`src/rtl/exec_pkg.sv`:
```
// Shared definitions for the multi-cycle execute stage: ALU op codes,
// forward-select codes and the multiply sequencing FSM states.
package exec_pkg;

    typedef enum logic [3:0] {
        ALU_ADD = 4'b0000,
        ALU_SUB = 4'b0001,
        ALU_AND = 4'b0010,
        ALU_OR  = 4'b0011,
        ALU_XOR = 4'b0100,
        ALU_SLT = 4'b0101,
        ALU_SLL = 4'b0110,
        ALU_SRL = 4'b0111,
        ALU_MUL = 4'b1000
    } alu_op_e;

    typedef enum logic [1:0] {
        FWD_RF     = 2'b00,
        FWD_W      = 2'b01,
        FWD_M      = 2'b10,
        FWD_RF_ALT = 2'b11
    } fwd_sel_e;

    typedef enum logic [1:0] {
        IDLE,
        BUSY,
        DONE
    } state_e;

endpackage

```
`src/rtl/execute_stage_mc_if.sv`:
```
// E-stage inputs and M-stage register outputs of the execute stage.
// slave = the execute stage, master = the surrounding pipeline.
interface execute_stage_mc_if #(
    parameter int DATA_W = 24,
    parameter int REG_AW = 5
);
    logic              ValidE;
    logic              RegWriteE;
    logic              ALUSrcE;
    logic              MemWriteE;
    logic              ResultSrcE;
    logic              BranchE;
    logic [3:0]        ALUControlE;
    logic [DATA_W-1:0] RD1_E;
    logic [DATA_W-1:0] RD2_E;
    logic [DATA_W-1:0] Imm_Ext_E;
    logic [DATA_W-1:0] PCE;
    logic [DATA_W-1:0] PCPlus4E;
    logic [DATA_W-1:0] ResultW;
    logic [REG_AW-1:0] RD_E;
    logic [1:0]        ForwardA_E;
    logic [1:0]        ForwardB_E;
    logic              FlushE;

    logic              StallE;
    logic              PCSrcE;
    logic [DATA_W-1:0] PCTargetE;

    logic              RegWriteM;
    logic              MemWriteM;
    logic              ResultSrcM;
    logic              ValidM;
    logic [REG_AW-1:0] RD_M;
    logic [DATA_W-1:0] PCPlus4M;
    logic [DATA_W-1:0] WriteDataM;
    logic [DATA_W-1:0] ALU_ResultM;

    modport master (
        output ValidE, RegWriteE, ALUSrcE, MemWriteE, ResultSrcE, BranchE,
               ALUControlE, RD1_E, RD2_E, Imm_Ext_E, PCE, PCPlus4E, ResultW,
               RD_E, ForwardA_E, ForwardB_E, FlushE,
        input  StallE, PCSrcE, PCTargetE,
               RegWriteM, MemWriteM, ResultSrcM, ValidM, RD_M,
               PCPlus4M, WriteDataM, ALU_ResultM
    );

    modport slave (
        input  ValidE, RegWriteE, ALUSrcE, MemWriteE, ResultSrcE, BranchE,
               ALUControlE, RD1_E, RD2_E, Imm_Ext_E, PCE, PCPlus4E, ResultW,
               RD_E, ForwardA_E, ForwardB_E, FlushE,
        output StallE, PCSrcE, PCTargetE,
               RegWriteM, MemWriteM, ResultSrcM, ValidM, RD_M,
               PCPlus4M, WriteDataM, ALU_ResultM
    );

endinterface

```
`src/rtl/mul_seq.sv`:
```
// Iterative shift-add multiplier: one partial product per cycle,
// DATA_W iterations, low DATA_W bits of the unsigned product.
module mul_seq #(
    parameter int DATA_W = 24
) (
    input  logic              clk,
    input  logic              rst,
    input  logic              start,
    input  logic              abort,
    input  logic [DATA_W-1:0] a,
    input  logic [DATA_W-1:0] b,
    output logic              busy,
    output logic              done,
    output logic [DATA_W-1:0] product
);

    localparam int CW = $clog2(DATA_W + 1);
    localparam logic [CW-1:0] LAST = CW'(DATA_W - 1);

    logic [DATA_W-1:0] mcand;
    logic [DATA_W-1:0] mplier;
    logic [DATA_W-1:0] acc;
    logic [CW-1:0]     cnt;
    logic              run;

    always_ff @(posedge clk or negedge rst) begin
        if (!rst) begin
            mcand  <= '0;
            mplier <= '0;
            acc    <= '0;
            cnt    <= '0;
            run    <= 1'b0;
        end else if (abort) begin
            run <= 1'b0;
            cnt <= '0;
        end else if (start) begin
            mcand  <= a;
            mplier <= b;
            acc    <= '0;
            cnt    <= '0;
            run    <= 1'b1;
        end else if (run) begin
            if (mplier[0])
                acc <= acc + mcand;
            mcand  <= mcand << 1;
            mplier <= mplier >> 1;
            cnt    <= cnt + CW'(1);
            if (cnt == LAST)
                run <= 1'b0;
        end
    end

    // done marks the cycle whose edge completes the final iteration
    assign busy    = run;
    assign done    = run && (cnt == LAST);
    assign product = acc;

endmodule

```
`src/rtl/execute_stage_mc.sv`:
```
// Execute stage with forwarding, single-cycle ALU, branch resolution and a
// multi-cycle multiply that stalls upstream while mul_seq iterates.
module execute_stage_mc
    import exec_pkg::*;
#(
    parameter int DATA_W = 24,
    parameter int REG_AW = 5
) (
    input  logic             clk,
    input  logic             rst,
    execute_stage_mc_if.slave bus
);

    localparam logic [DATA_W-1:0] W_MOD = DATA_W'(DATA_W);

    state_e            state, state_nx;
    logic [DATA_W-1:0] fwd_a, fwd_b, src_a, src_b;
    logic [DATA_W-1:0] alu_res, shamt;
    logic              zero, issue, stall;
    logic              load_alu, load_mul;

    logic              lat_regwrite, lat_memwrite, lat_resultsrc;
    logic [REG_AW-1:0] lat_rd;
    logic [DATA_W-1:0] lat_pcplus4, lat_wdata;

    logic              mul_busy, mul_done;
    logic [DATA_W-1:0] mul_product;

    always_comb begin
        case (fwd_sel_e'(bus.ForwardA_E))
            FWD_W:   fwd_a = bus.ResultW;
            FWD_M:   fwd_a = bus.ALU_ResultM;
            default: fwd_a = bus.RD1_E;
        endcase
        case (fwd_sel_e'(bus.ForwardB_E))
            FWD_W:   fwd_b = bus.ResultW;
            FWD_M:   fwd_b = bus.ALU_ResultM;
            default: fwd_b = bus.RD2_E;
        endcase
    end

    assign src_a = fwd_a;
    assign src_b = bus.ALUSrcE ? bus.Imm_Ext_E : fwd_b;
    assign shamt = src_b % W_MOD;

    // MUL yields no single-cycle result; its product arrives from mul_seq
    always_comb begin
        alu_res = '0;
        case (alu_op_e'(bus.ALUControlE))
            ALU_ADD: alu_res = src_a + src_b;
            ALU_SUB: alu_res = src_a - src_b;
            ALU_AND: alu_res = src_a & src_b;
            ALU_OR:  alu_res = src_a | src_b;
            ALU_XOR: alu_res = src_a ^ src_b;
            ALU_SLT: alu_res = {{(DATA_W-1){1'b0}}, ($signed(src_a) < $signed(src_b))};
            ALU_SLL: alu_res = src_a << shamt;
            ALU_SRL: alu_res = src_a >> shamt;
            default: alu_res = '0;
        endcase
    end

    assign zero  = (alu_res == '0);
    assign issue = (state == IDLE) && bus.ValidE && !bus.FlushE
                   && (alu_op_e'(bus.ALUControlE) == ALU_MUL);

    always_ff @(posedge clk or negedge rst) begin
        if (!rst)
            state <= IDLE;
        else
            state <= state_nx;
    end

    always_comb begin
        state_nx = state;
        stall    = 1'b0;
        case (state)
            IDLE: begin
                stall = issue;
                if (issue)
                    state_nx = BUSY;
            end
            BUSY: begin
                stall = 1'b1;
                if (bus.FlushE || !mul_busy)
                    state_nx = IDLE;
                else if (mul_done)
                    state_nx = DONE;
            end
            DONE:    state_nx = IDLE;
            default: state_nx = IDLE;
        endcase
        if (!rst)
            stall = 1'b0;
    end

    assign bus.StallE    = stall;
    assign bus.PCSrcE    = bus.BranchE & zero & bus.ValidE & ~bus.FlushE & ~stall;
    assign bus.PCTargetE = bus.PCE + bus.Imm_Ext_E;

    mul_seq #(.DATA_W(DATA_W)) u_mul (
        .clk     (clk),
        .rst     (rst),
        .start   (issue),
        .abort   (bus.FlushE),
        .a       (src_a),
        .b       (src_b),
        .busy    (mul_busy),
        .done    (mul_done),
        .product (mul_product)
    );

    always_ff @(posedge clk or negedge rst) begin
        if (!rst) begin
            lat_regwrite  <= 1'b0;
            lat_memwrite  <= 1'b0;
            lat_resultsrc <= 1'b0;
            lat_rd        <= '0;
            lat_pcplus4   <= '0;
            lat_wdata     <= '0;
        end else if (issue) begin
            lat_regwrite  <= bus.RegWriteE;
            lat_memwrite  <= bus.MemWriteE;
            lat_resultsrc <= bus.ResultSrcE;
            lat_rd        <= bus.RD_E;
            lat_pcplus4   <= bus.PCPlus4E;
            lat_wdata     <= fwd_b;
        end
    end

    assign load_alu = (state == IDLE) && bus.ValidE && !bus.FlushE && !issue;
    assign load_mul = (state == DONE) && !bus.FlushE;

    // Anything not loaded is a bubble: valid/write strobes drop, data holds
    always_ff @(posedge clk or negedge rst) begin
        if (!rst) begin
            bus.RegWriteM   <= 1'b0;
            bus.MemWriteM   <= 1'b0;
            bus.ResultSrcM  <= 1'b0;
            bus.ValidM      <= 1'b0;
            bus.RD_M        <= '0;
            bus.PCPlus4M    <= '0;
            bus.WriteDataM  <= '0;
            bus.ALU_ResultM <= '0;
        end else if (load_alu) begin
            bus.RegWriteM   <= bus.RegWriteE;
            bus.MemWriteM   <= bus.MemWriteE;
            bus.ResultSrcM  <= bus.ResultSrcE;
            bus.ValidM      <= 1'b1;
            bus.RD_M        <= bus.RD_E;
            bus.PCPlus4M    <= bus.PCPlus4E;
            bus.WriteDataM  <= fwd_b;
            bus.ALU_ResultM <= alu_res;
        end else if (load_mul) begin
            bus.RegWriteM   <= lat_regwrite;
            bus.MemWriteM   <= lat_memwrite;
            bus.ResultSrcM  <= lat_resultsrc;
            bus.ValidM      <= 1'b1;
            bus.RD_M        <= lat_rd;
            bus.PCPlus4M    <= lat_pcplus4;
            bus.WriteDataM  <= lat_wdata;
            bus.ALU_ResultM <= mul_product;
        end else begin
            bus.RegWriteM   <= 1'b0;
            bus.MemWriteM   <= 1'b0;
            bus.ValidM      <= 1'b0;
        end
    end

endmodule
```
`src/flat_wrapper.sv`:
```
// flat-port wrapper written by rule: the top's interface ports become plain ports
module execute_stage_mc_flat import exec_pkg::*;
#(
    parameter int DATA_W = 24,
    parameter int REG_AW = 5
)
  (clk, rst, bus_ValidE, bus_RegWriteE, bus_ALUSrcE, bus_MemWriteE, bus_ResultSrcE, bus_BranchE, bus_ALUControlE, bus_RD1_E, bus_RD2_E, bus_Imm_Ext_E, bus_PCE, bus_PCPlus4E, bus_ResultW, bus_RD_E, bus_ForwardA_E, bus_ForwardB_E, bus_FlushE, bus_StallE, bus_PCSrcE, bus_PCTargetE, bus_RegWriteM, bus_MemWriteM, bus_ResultSrcM, bus_ValidM, bus_RD_M, bus_PCPlus4M, bus_WriteDataM, bus_ALU_ResultM);
  execute_stage_mc_if #(.DATA_W(DATA_W), .REG_AW(REG_AW)) bus_i ();
  input  logic clk;
  input  logic rst;
  input wire logic [$bits(bus_i.ValidE)-1:0] bus_ValidE;
  input wire logic [$bits(bus_i.RegWriteE)-1:0] bus_RegWriteE;
  input wire logic [$bits(bus_i.ALUSrcE)-1:0] bus_ALUSrcE;
  input wire logic [$bits(bus_i.MemWriteE)-1:0] bus_MemWriteE;
  input wire logic [$bits(bus_i.ResultSrcE)-1:0] bus_ResultSrcE;
  input wire logic [$bits(bus_i.BranchE)-1:0] bus_BranchE;
  input wire logic [$bits(bus_i.ALUControlE)-1:0] bus_ALUControlE;
  input wire logic [$bits(bus_i.RD1_E)-1:0] bus_RD1_E;
  input wire logic [$bits(bus_i.RD2_E)-1:0] bus_RD2_E;
  input wire logic [$bits(bus_i.Imm_Ext_E)-1:0] bus_Imm_Ext_E;
  input wire logic [$bits(bus_i.PCE)-1:0] bus_PCE;
  input wire logic [$bits(bus_i.PCPlus4E)-1:0] bus_PCPlus4E;
  input wire logic [$bits(bus_i.ResultW)-1:0] bus_ResultW;
  input wire logic [$bits(bus_i.RD_E)-1:0] bus_RD_E;
  input wire logic [$bits(bus_i.ForwardA_E)-1:0] bus_ForwardA_E;
  input wire logic [$bits(bus_i.ForwardB_E)-1:0] bus_ForwardB_E;
  input wire logic [$bits(bus_i.FlushE)-1:0] bus_FlushE;
  output wire logic [$bits(bus_i.StallE)-1:0] bus_StallE;
  output wire logic [$bits(bus_i.PCSrcE)-1:0] bus_PCSrcE;
  output wire logic [$bits(bus_i.PCTargetE)-1:0] bus_PCTargetE;
  output wire logic [$bits(bus_i.RegWriteM)-1:0] bus_RegWriteM;
  output wire logic [$bits(bus_i.MemWriteM)-1:0] bus_MemWriteM;
  output wire logic [$bits(bus_i.ResultSrcM)-1:0] bus_ResultSrcM;
  output wire logic [$bits(bus_i.ValidM)-1:0] bus_ValidM;
  output wire logic [$bits(bus_i.RD_M)-1:0] bus_RD_M;
  output wire logic [$bits(bus_i.PCPlus4M)-1:0] bus_PCPlus4M;
  output wire logic [$bits(bus_i.WriteDataM)-1:0] bus_WriteDataM;
  output wire logic [$bits(bus_i.ALU_ResultM)-1:0] bus_ALU_ResultM;
  assign bus_i.ValidE = bus_ValidE;
  assign bus_i.RegWriteE = bus_RegWriteE;
  assign bus_i.ALUSrcE = bus_ALUSrcE;
  assign bus_i.MemWriteE = bus_MemWriteE;
  assign bus_i.ResultSrcE = bus_ResultSrcE;
  assign bus_i.BranchE = bus_BranchE;
  assign bus_i.ALUControlE = bus_ALUControlE;
  assign bus_i.RD1_E = bus_RD1_E;
  assign bus_i.RD2_E = bus_RD2_E;
  assign bus_i.Imm_Ext_E = bus_Imm_Ext_E;
  assign bus_i.PCE = bus_PCE;
  assign bus_i.PCPlus4E = bus_PCPlus4E;
  assign bus_i.ResultW = bus_ResultW;
  assign bus_i.RD_E = bus_RD_E;
  assign bus_i.ForwardA_E = bus_ForwardA_E;
  assign bus_i.ForwardB_E = bus_ForwardB_E;
  assign bus_i.FlushE = bus_FlushE;
  assign bus_StallE = bus_i.StallE;
  assign bus_PCSrcE = bus_i.PCSrcE;
  assign bus_PCTargetE = bus_i.PCTargetE;
  assign bus_RegWriteM = bus_i.RegWriteM;
  assign bus_MemWriteM = bus_i.MemWriteM;
  assign bus_ResultSrcM = bus_i.ResultSrcM;
  assign bus_ValidM = bus_i.ValidM;
  assign bus_RD_M = bus_i.RD_M;
  assign bus_PCPlus4M = bus_i.PCPlus4M;
  assign bus_WriteDataM = bus_i.WriteDataM;
  assign bus_ALU_ResultM = bus_i.ALU_ResultM;
  execute_stage_mc #(.DATA_W(DATA_W), .REG_AW(REG_AW)) u_core (.clk(clk), .rst(rst), .bus(bus_i));
endmodule
```
`config.mk`:
```
export PLATFORM = sky130hd
export DESIGN_NAME = execute_stage_mc_flat
export DESIGN_NICKNAME = d
export VERILOG_FILES = /design/src/rtl/exec_pkg.sv /design/src/rtl/execute_stage_mc_if.sv /design/src/rtl/mul_seq.sv /design/src/rtl/execute_stage_mc.sv /design/src/flat_wrapper.sv
export SDC_FILE = /design/constraint.sdc
export NUM_CORES = 1
export LEC_CHECK = 0
export ABC_AREA = 1
export CORE_MARGIN = 1
export CORE_UTILIZATION = 60
export DETAILED_ROUTE_END_ITERATION = 8
export PLACE_DENSITY = 0.93
export SLEW_MARGIN = 20
export SYNTH_ARGS = -nofsm -noshare
export SYNTH_HDL_FRONTEND = slang
export SYNTH_SLANG_ARGS = --single-unit
```
`constraint.sdc`:
```
create_clock -name clk -period 14.3 [get_ports clk]
set_input_delay 2.145 -clock clk [delete_from_list [all_inputs] [get_ports clk]]
set_output_delay 2.145 -clock clk [all_outputs]
set_load 0.01 [all_outputs]
```
# Word-level counts from Yosys, hierarchy flattened
# Index checks and enable logic that the tools add are counted.
[op_classes] reduce_logical=20 n_eq_ne=17 div_mod_pow=1 mux=40 add_sub_neg=5 bitwise_logic=9 n_lt_le_gt_ge=1 shift=2
[op_table] operator="$mux W24" count=14
[op_table] operator="$pmux W24 S8" count=1
[op_table] operator="$pmux W24 S2" count=2
[op_table] operator="$add A24 B24 Y24" count=3
[op_table] operator="$mux W5" count=5
[op_table] operator="$and A24 B24 Y24" count=1
[op_table] operator="$logic_not A24 Y1" count=1
[op_table] operator="$lt A24 B24 Y1" count=1
[op_table] operator="$mod A24 B5 Y24 const B" count=1
[op_table] operator="$or A24 B24 Y24" count=1
[op_table] operator="$shl A24 B24 Y24" count=1
[op_table] operator="$shr A24 B24 Y24" count=1
[op_table] operator="$sub A24 B24 Y24" count=1
[op_table] operator="$xor A24 B24 Y24" count=1
[op_table] operator="$eq A4 B3 Y1 const B" count=4
[op_table] operator="$mux W1" count=13
[op_table] operator="$eq A4 B2 Y1 const B" count=2
[op_table] operator="$eq A2 B1 Y1 const B" count=3
[op_table] operator="$eq A2 B2 Y1 const B" count=3
[op_table] operator="$logic_and A1 B1 Y1" count=6
[op_table] operator="$mux W2" count=3
[op_table] operator="$reduce_bool A2 Y1" count=3
[op_table] operator="$add A5 B1 Y5 const B" count=1
[op_table] operator="$eq A5 B5 Y1 const B" count=1
[op_table] operator="other kinds (15)" count=22
[totals] register_bits=217 wordCells=115

# Logic depth before layout (Yosys ltp)
# Gate-level depths: netlist (run 1).
[logic_depth] ltp_word=11 ltp_mapped=72

# Cells and area by module
# A second synthesis (run 1) with hierarchy kept.
[unflattened] cells_unflattened=2957 area_unflattened_um2=19503.7
[by_module_without_submodules] module="execute_stage_mc" cells_per_inst=2227 seq_area_each_um2=3478.3 instances=1 area_each_um2=14248.7
[by_module_without_submodules] module="mul_seq" cells_per_inst=730 seq_area_each_um2=1951.9 instances=1 area_each_um2=5255.0

# Worst setup path before layout (run 1)
# Ideal clock, no wire load.
[synth_path] path_type="input-to-output" start="in bus_ForwardB_E[0]" end="out bus_PCSrcE" path_slack_ns=3.787 arrival_time_ns=8.368 n_path_buf=4 stages=54 cell_sequence="inv_1 -> ha_1 -> inv_2 -> buf_2 -> buf_4 -> clkbuf_1 -> nor2_1 -> a21oi_1 -> nand2_1 -> nand2_1 -> clkinv_1 -> clkbuf_1 -> ha_1 -> inv_1 -> o31ai_1 -> inv_1 -> nor2_1 -> nor2_1 -> [18 not listed] -> o31ai_1 -> nand2_1 -> inv_1 -> nor2_1 -> o21bai_1 -> nand2_1 -> inv_1 -> nor2_1 -> o21bai_1 -> xor2_1 -> nor2_1 -> a2111oi_0 -> nand3_1 -> nor2_1 -> nand2_1 -> nor2_1 -> nand2_1 -> nor2_1"
[synth_via] elab_chain_cells=11 elab_cells_between_ends=19 cone_classes="add/sub: 2; div: 1; order compare: 1; eq/ne: 2; shift: 2; mux: 3; bitwise: 7; reduce/logical: 1"
[synth_rtl] item="start: declaration" line="flat_wrapper.sv:26" rtl="input wire logic [$bits(bus_i.ForwardB_E)-1:0] bus_ForwardB_E;"
[synth_rtl] item="$eq A2 B2 Y1 / $eq A2 B1 Y1 (equally long branches)" line="execute_stage_mc.sv:35" rtl="case (fwd_sel_e'(bus.ForwardB_E))"
[synth_rtl] item="$pmux W24 S2 (*)" line="execute_stage_mc.sv:35"
[synth_rtl] item="$mux W24 (*)" line="execute_stage_mc.sv:43" rtl="assign src_b = bus.ALUSrcE ? bus.Imm_Ext_E : fwd_b;"
[synth_rtl] item="$mod A24 B5 Y24" line="execute_stage_mc.sv:44" rtl="assign shamt = src_b % W_MOD;"
[synth_rtl] item="$shr A24 B24 Y24 / $shl A24 B24 Y24 (equally long branches)" line="execute_stage_mc.sv:57, execute_stage_mc.sv:56"
[synth_rtl] item="$pmux W24 S8 (*)" line="execute_stage_mc.sv:49" rtl="case (alu_op_e'(bus.ALUControlE))"
[synth_rtl] item="$logic_not A24 Y1 (*)" line="execute_stage_mc.sv:62" rtl="assign zero = (alu_res == '0);"
[synth_rtl] item="$and A1 B1 Y1 (*) (4 in a row)" line="execute_stage_mc.sv:97" rtl="assign bus.PCSrcE = bus.BranchE & zero & bus.ValidE & ~bus.FlushE & ~stall;"
[synth_rtl] item="end: declaration" line="flat_wrapper.sv:29" rtl="output wire logic [$bits(bus_i.PCSrcE)-1:0] bus_PCSrcE;"
# Every way passes the cells marked *; elsewhere a longest branch is shown, timed or not.

# Worst setup path after layout (run 1)
[layout_path] start="in bus_ForwardB_E[1]" end="out bus_PCSrcE"
# The elaborated chain is that of the path after synthesis.

==> results.txt, run 1 <==
For this run, the leading register cell type out of synthesis is dfrtp_1. The per-cell routed wire length is 24.4 um. TritonCTS built the clock tree. The achievable frequency came out at 74.5 MHz. The post-synthesis sequential area ratio is 30.0%. In this run the static leakage power is 10.9 nW.

The number of buffers inserted for hold repair after clock tree synthesis came out at 0. The most frequent cell after synthesis is nand2_1. Clock-pin slew was measured on the worst setup and hold paths at 0.06 ns. The number of buffers added for setup after CTS is 0. The number of placement rows is 63.

The via total after detailed routing came out at 22.1k. The delay of the slowest critical-path stage is 0.75 ns. In the global route stage, overall resource usage came out at 51.6%. The number of vias per cell after detailed routing is 6.59. In the final design database the tool counted 3230 nets.

The summed negative setup slack over all endpoints is 0 ns. The die width is 176 um. The growth of design area from synthesis to finish came out at 21.4%. The cell internal power dissipation is 0.00163 W. The initial antenna violation count came out at 5. The total routed wirelength is 81600 um. The synthesized design spends more area on one cell type than any other, namely dfrtp_1.

The final count of hold timing violations came out at 0. The die is 176 um tall. In this run the worst hold path is classified as flop to flop. The final RePlAce weighted congestion is 1.13. The tree is rooted in a clkbuf_16. The tree built by TritonCTS fans out to 217 sinks. The core region is 0.0296 mm^2. The deepest level of the CTS H-tree is 1.

The clock network fraction of design power came out at 22.5%. The kind of launch point of the worst setup path is a primary input. The number of warnings reported in the yosys synthesis log came out at 0.

The data required time at the worst endpoint came out at 12.15 ns. The total count of max-transition violations in the final report came out at 0. The transition time at the pin with the least slew margin is 1.14 ns.

The final clock period utilization by the worst path is 93.8%. The number of instances resized during post-cts repair came out at 0. For this run, design rule violations remaining after detail routing come to 0.

The remaining antenna violation count is 0. Along the worst path, the maximum fanout reaches 41. The number of maximum-capacitance violations came out at 0. Prior to clock tree synthesis, the placed netlist has a worst setup slack of 1.26 ns. The share of layout cells above drive strength 1 is 4.47%.

The number of enable-type register cells in the synthesized netlist came out at 0. The switching portion of total power came out at 45.7%. The minimum clock period after layout came out at 13.42 ns. The power density over the cells is 137 mW/mm^2.

The count of buffers from port buffering came out at 272. The sequential power share came out at 29.2%. The share of flip-flops with an asynchronous set or reset came out at 100%. The data arrival time of the critical path came out at 11.27 ns.

The least setup slack across all paths after layout came out at 0.885 ns. Setup repair after global routing left no endpoint under its margin. The maximum clock path buffer count came out at 3. The fraction of synthesized cell area taken by the top area cell type came out at 30.0%.

The worst setup path is captured at an output port. The number of endpoints failing setup at the final stage is 0. The mean area per synthesized cell came out at 6.64 um^2. The top-level port count came out at 273. The maximum number of pins on one net before global-route repair is 96. The switching power came out at 0.00137 W. The worst ir drop on vdd came out at 0.141 mV. The first global-routing pass estimated 121000 um of wire. After synthesis, the cell types taking the most area are dfrtp_1, nand2_1, ha_1. Summing every instance area after synthesis gives 0.0181 mm^2. The number of iterations in the first detailed-routing pass came out at 6. The starting density of the core is 61.0%. The count of routing violations after the opening detailed-route iteration is 3265. The share of total power in combinational logic came out at 48.3%. The placed wire-length estimate came out at 58100 um. The number of global-route vias before repair came out at 20.7k. The setup path with the least slack is of type primary input to output port.

The flow ran to the end, and the final reports show no timing, DRC or antenna violations. Synthesis inferred 217 register bits. Global routing finished with a remaining overflow of 0.

The number of library cell types mapped by synthesis came out at 53. The full die area came out at 0.0308 mm^2. The commonest cells after synthesis are nand2_1, inv_1, o21ai_0. The cell seen most often among critical-path stages is nand2_1. Counting every instance in the synthesized netlist gives 2723. The number of buffers created by CTS came out at 25. The post-synth net total is 3016. Measured against its own limit, the worst slew margin works out to 24.1%.

For the worst-skew pair, the clock arrives at the later sink with an insertion delay of 0.58 ns. For the final database, setup skew stands at 0.0316 ns. The cell type of the slowest stage on the worst timing path is ha_1. The final worst hold slack is 0.486 ns.
-- cell type report --
class | instances | area [um^2]
clock inverters | 10 | 133
clock buffers | 33 | 696
flip-flops and latches | 217 | 5430
multi-input cells | 2054 | 10900
fillers | 2163 | 7670
diodes | 4 | 10.0
inverters | 321 | 1200
well taps | 390 | 488
repair buffers | 318 | 3070
-- through the flow --
| step | std cells | power (W) | utilization, % | instance area (um^2) |
|---|---|---|---|---|
| after floorplan | 2723 | 0.00171 | - | 18100 |
| after global placement | 3300 | 0.00217 | 71.3 | 21100 |
| after detailed placement | 3300 | 0.00222 | 71.3 | 21100 |
| after CTS | 3343 | 0.00292 | 74.1 | 22000 |
| after global routing | 3344 | 0.00313 | 74.1 | 22000 |
| final | 3347 | 0.00300 | 74.1 | 22000 |
-- cell usage in the layout, fill, tap and decap left out, types with 7 or more instances in the layout --
| master | netlist | layout |
|---|---|---|
| a2111oi_0 | 15 | 13 |
| a21oi_1 | 156 | 155 |
| a221o_1 | 14 | 14 |
| a22oi_1 | 28 | 28 |
| a31oi_1 | 61 | 61 |
| buf_4 | 8 | 46 |
| clkbuf_16 | 0 | 25 |
| clkdlybuf4s50_1 | 0 | 271 |
| dfrtp_1 | 217 | 217 |
| ha_1 | 123 | 123 |
| inv_1 | 305 | 305 |
| inv_2 | 11 | 12 |
| nand2_1 | 810 | 810 |
| nand3_1 | 128 | 127 |
| nand3_2 | 7 | 7 |
| nand4_1 | 34 | 34 |
| nor2_1 | 207 | 204 |
| nor3_1 | 19 | 18 |
| o211ai_1 | 45 | 45 |
| o21ai_0 | 221 | 215 |
| o21ai_1 | 25 | 31 |
| o21bai_1 | 12 | 12 |
| o22ai_1 | 43 | 43 |
| o31ai_1 | 12 | 12 |
| o32ai_1 | 7 | 7 |
| xor2_1 | 26 | 26 |
-- flip-flops by register name, summed over array words and instances, names as in the netlist, 5 cells and up --
| name | flops |
|---|---|
| u_core.bus.PCPlus4M | 24 |
| u_core.u_mul.mcand | 24 |
| u_core.bus.WriteDataM | 24 |
| u_core.u_mul.cnt | 5 |
| u_core.bus.RD_M | 5 |
| u_core.bus.ALU_ResultM | 24 |
| u_core.lat_pcplus4 | 24 |
| u_core.lat_wdata | 24 |
| u_core.lat_rd | 5 |
| u_core.u_mul.mplier | 24 |
| u_core.u_mul.product | 24 |
-- critical path, delay by kind of cell --
family / cells / cell delay (ns)
AND/OR/NAND/NOR: 48 / 5.40
adder cells (fa/ha/maj): 1 / 0.75
buffers and inverters: 5 / 1.23
AO/OA/AOI/OAI: 10 / 1.70
-- cell families after synthesis --
group	after synthesis	synth area share (%)
simple gates	1226	27.6
compound gates	664	21.8
buf+inv	452	9.81
flops	217	30.0
fa+ha+maj	127	8.95
xor+xnor	31	1.50
mux	6	0.332
-- power by group through the flow --
stage	combinational, W	sequential, W	clock (W)
after floorplan	0.000868	0.000842	0
after global placement	0.00131	0.000861	0
after detailed placement	0.00135	0.000868	0
after CTS	0.00139	0.000864	0.000666
after global routing	0.00156	0.000881	0.000689
final	0.00145	0.000878	0.000675
-- metal layers --
| layer | up-vias | global-route usage, % | share of wire (%) |
|---|---|---|---|
| met3 | 527 | 15.0 | 14 |
| met4 | 6 | 37.8 | 9.3 |
| met5 | - | 0 | 0.13 |
| met2 | 1986 | 77.4 | 42 |
| li1 | 9502 | - | - |
| met1 | 10100 | 63.1 | 35 |
-- worst paths after layout --
path,slack (ns),to,cells after the start,startpoint
max,0.88,bus_PCSrcE,64,bus_ForwardB_E[1]
min,0.49,u_core.lat_wdata[20],2,u_core.lat_wdata[20]
max reg2reg,6.70,u_core.bus.ALU_ResultM[19],57,u_core.bus.ALU_ResultM[21]
min reg2reg,0.49,u_core.lat_wdata[20],2,u_core.lat_wdata[20]
max in group asynchronous,10.48,u_core.lat_wdata[2],3,rst
min in group asynchronous,1.55,u_core.bus.PCPlus4M[4],1,rst
No activity file was read; power rests on OpenSTA's default activity.
==> run 2, diff against run 1 <==
--- a/config.mk
+++ b/config.mk
@@ -7,10 +7,12 @@
 export LEC_CHECK = 0
 export ABC_AREA = 1
 export CORE_MARGIN = 1
-export CORE_UTILIZATION = 60
+export CORE_UTILIZATION = 46
+export CTS_CLUSTER_DIAMETER = 80
 export DETAILED_ROUTE_END_ITERATION = 8
-export PLACE_DENSITY = 0.93
+export PLACE_DENSITY = 0.75
 export SLEW_MARGIN = 20
 export SYNTH_ARGS = -nofsm -noshare
 export SYNTH_HDL_FRONTEND = slang
+export SYNTH_HIERARCHICAL = 1
 export SYNTH_SLANG_ARGS = --single-unit
==> results.txt, run 2 <==
On the worst path, the slowest cell contributes a delay of 0.60 ns. The number of placement rows is 75. The number of buffers inserted for hold repair after clock tree synthesis is 0.

CTS placed an instance of clkbuf_16 at the clock tree root. In this run the tightest slew margin relative to its limit is 22.8%. The data arrival time of the critical path is 11.19 ns. The global routing usage summed across all routing layers is 34.9%. The total inserted antenna cells came out at 0. The flow ran to the end, and the final reports show no timing, DRC or antenna violations. The number of nets handed over by synthesis was 3250. Detailed placement ended at an HPWL of 59800 um. The post-synthesis sequential area ratio is 27.8%. The finished layout holds 3730 standard cells, fillers aside. The die span in y came out at 208 um. Adding up every negative setup slack in the final design gives 0 ns. The top-level port count is 273. Synthesis produced a netlist whose cell count is 2957.

The worst hold path terminates at u_core/lat_wdata[11]. The power density over the cells came out at 144 mW/mm^2. The final design utilization is 56.1%.

The static leakage came out at 11.8 nW. The fraction of synthesized cell area taken by the top area cell type came out at 27.8%. Setup repair after global routing left no endpoint under its margin. The initial utilization of the core area, before any placement, comes to 46.6%.

The number of vias per cell after detailed routing is 5.70. After synthesis, the cell types taking the most area are dfrtp_1, nand2_1, inv_1. The final count of hold timing violations was 0.

The total overflow left after global routing is 0. The maximum fanout along the worst path is 47. The clock transition at the registers of the reported paths came out at 0.06 ns. The buffering stage count on the worst path with inverters included is 10. The data required time at the worst endpoint is 12.15 ns.

The number of global-route vias before repair came out at 20.2k. The die is 208 um wide. The total area of multi-input combinational cells is 0.0117 mm^2. The kind of cell with the highest combined delay along the critical path is compound AO/OA/AOI/OAI gates. The number of iterations in the first detailed-routing pass came out at 5. The synthesized netlist occupies a cell area of 0.0195 mm^2. The number of endpoints failing setup at the final stage came out at 0.

The initial antenna violation count is 0. The number of enable-type register cells in the synthesized netlist came out at 0. The worst setup path is launched from a primary input.

The clock net sink count came out at 217. The commonest non-fill, non-tap cell in the layout is nand2_1. The clock latency on the worst-skew pair came out at 0.59 ns. The achievable frequency came out at 75.0 MHz. The tightest min-delay check is of the flop to flop type. Counting cells, the worst reg-to-reg path comes to 57.

By count the netlist is led by nand2_1, inv_1, o21ai_0. The number of warnings reported in the yosys synthesis log came out at 6. The most used flip-flop cell after synthesis is dfrtp_1. The mean area per synthesized cell is 6.60 um^2. The number of instances resized during post-cts repair came out at 0. The via total after detailed routing came out at 21.2k.

On the final layout, the worst clock skew is 0.00923 ns. The total count of max-transition violations in the final report is 0. The tool flagged a number of max-cap violations equal to 0. The full die area came out at 0.0432 mm^2. The count of routing violations after the opening detailed-route iteration is 2216. The reg-to-reg critical path endpoint is u_core/bus.ALU_ResultM[7]. The library cells used most frequently in the layout, excluding fill and tap cells, are nand2_1, inv_1, o21ai_0. The maximum number of pins on one net before global-route repair is 96. Synthesis instantiated 64 different standard cells from the library. Post-CTS timing repair inserted 0 buffers for setup. The slowest stage of the critical path is the clkdlybuf4s50_1 cell. The startpoint identified for the worst register-to-register timing path is u_core/bus.ALU_ResultM[20].

The first global-routing pass estimated 118000 um of wire. Among the stages of the critical path, the cell type that occurs most often is nand2_1. The register bit count reported by yosys is 217. The final clock period utilization by the worst path is 93.2%. The share of layout cells above drive strength 1 is 6.36%.

The remaining antenna violation count came out at 0. The filler cells instantiated in the layout total 4135. The core outline area came out at 0.0419 mm^2.

The category of the most critical setup path is primary input to output port. The CTS tree is yes. The cell depth of the worst hold path is 2. TritonCTS created 27 clock buffers. CTS built an H-tree with a depth of 1. The biggest area consumer among synthesized cells is dfrtp_1. Relative to the synthesized area, the layout overhead comes to 20.4%. The final RePlAce weighted congestion is 1.02. For this run, the post-layout net count is 3463.

The worst setup path is captured at an output port. The per-cell routed wire length is 20.7 um. In this run the tool buffered the top-level ports with 272 buffer cells. The total routed wirelength came out at 77100 um. The maximum clock path buffer count is 3. The minimum clock period after layout came out at 13.33 ns. The number of placed instances with taps included is 3680. The flop-to-flop setup slack came out at 6.64 ns. The storage element area is 0.00543 mm^2. For this run, design rule violations remaining after detail routing come to 0.

Of all flip-flops after synthesis, the portion carrying an async set or reset was 100%. VDD sags by at most 0.102 mV. The overall power after layout came out at 0.00338 W. The transition time at the pin with the least slew margin came out at 1.15 ns. The launch instance of the worst min-delay path is u_core/lat_wdata[11]. The most frequent cell after synthesis is nand2_1.
run 2: cell count changes after synthesis, sizes merged, moves of 30 or more:
cell	before	now
a31oi	61	19
inv	316	449
o21ai	251	375
a21oi	157	127
nand3	135	190
o211ai	45	82
run 2: worst max path at each step:
stage,from,end,cells after the start
after CTS,bus_ForwardB_E[0],bus_PCSrcE,51
after detailed placement,bus_ForwardB_E[0],bus_PCSrcE,51
after global placement,bus_ForwardB_E[0],bus_PCSrcE,54
after floorplan,bus_ForwardB_E[0],bus_PCSrcE,56
after global routing,bus_ForwardB_E[0],bus_PCSrcE,62
final,bus_ForwardB_E[0],bus_PCSrcE,51
run 2: cells by family after synthesis:
kind of cell,Yosys count,share of synthesized area (%)
simple gates,1270,28.0
xor+xnor,31,1.39
flops,217,27.8
fa+ha+maj,127,8.30
buf+inv,587,12.4
compound gates,722,22.0
mux,3,0.154
run 2: layer usage:
metal	up-vias	track usage, %	part of all wire (%)
li1	10200	-	-
met1	9986	46.5	42
met4	0	14.2	4.6
met5	-	0	0
met3	190	4.85	7.1
met2	914	57.1	46
run 2: area by class of cell:
cell class	count	share of cell area (%)
clock buffer	35	3.18
multi-input combinational	2153	49.9
tap	539	2.87
timing repair buffer	316	13.0
inverter	455	7.33
clock inverter	15	0.618
sequential	217	23.1
run 2: where the power goes:
group	total [W]	switching (W)	internal, W
combinational	0.00178	0.00116	0.000622
clock	0.000700	0.000308	0.000392
sequential	0.000900	0.000138	0.000761
run 2: metrics by stage:
| step | setup slack, ns | hold WS, ns | instance area (um^2) |
|---|---|---|---|
| after CTS | 1.24 | 0.488 | 23500 |
| after global placement | 1.43 | 0.467 | 22600 |
| after detailed placement | 1.27 | 0.473 | 22600 |
| final | 0.968 | 0.491 | 23500 |
| after global routing | 0.0489 | 0.499 | 23500 |
| after floorplan | 3.21 | 0.453 | 19500 |
run 2: worst register-to-register path, delay by kind of cell, from the launching register on:
family | cells | cell delay (ns)
AND/OR/NAND/NOR | 41 | 4.38
buffers and inverters | 5 | 0.66
AO/OA/AOI/OAI | 11 | 2.01
flip-flops | 1 | 0.53
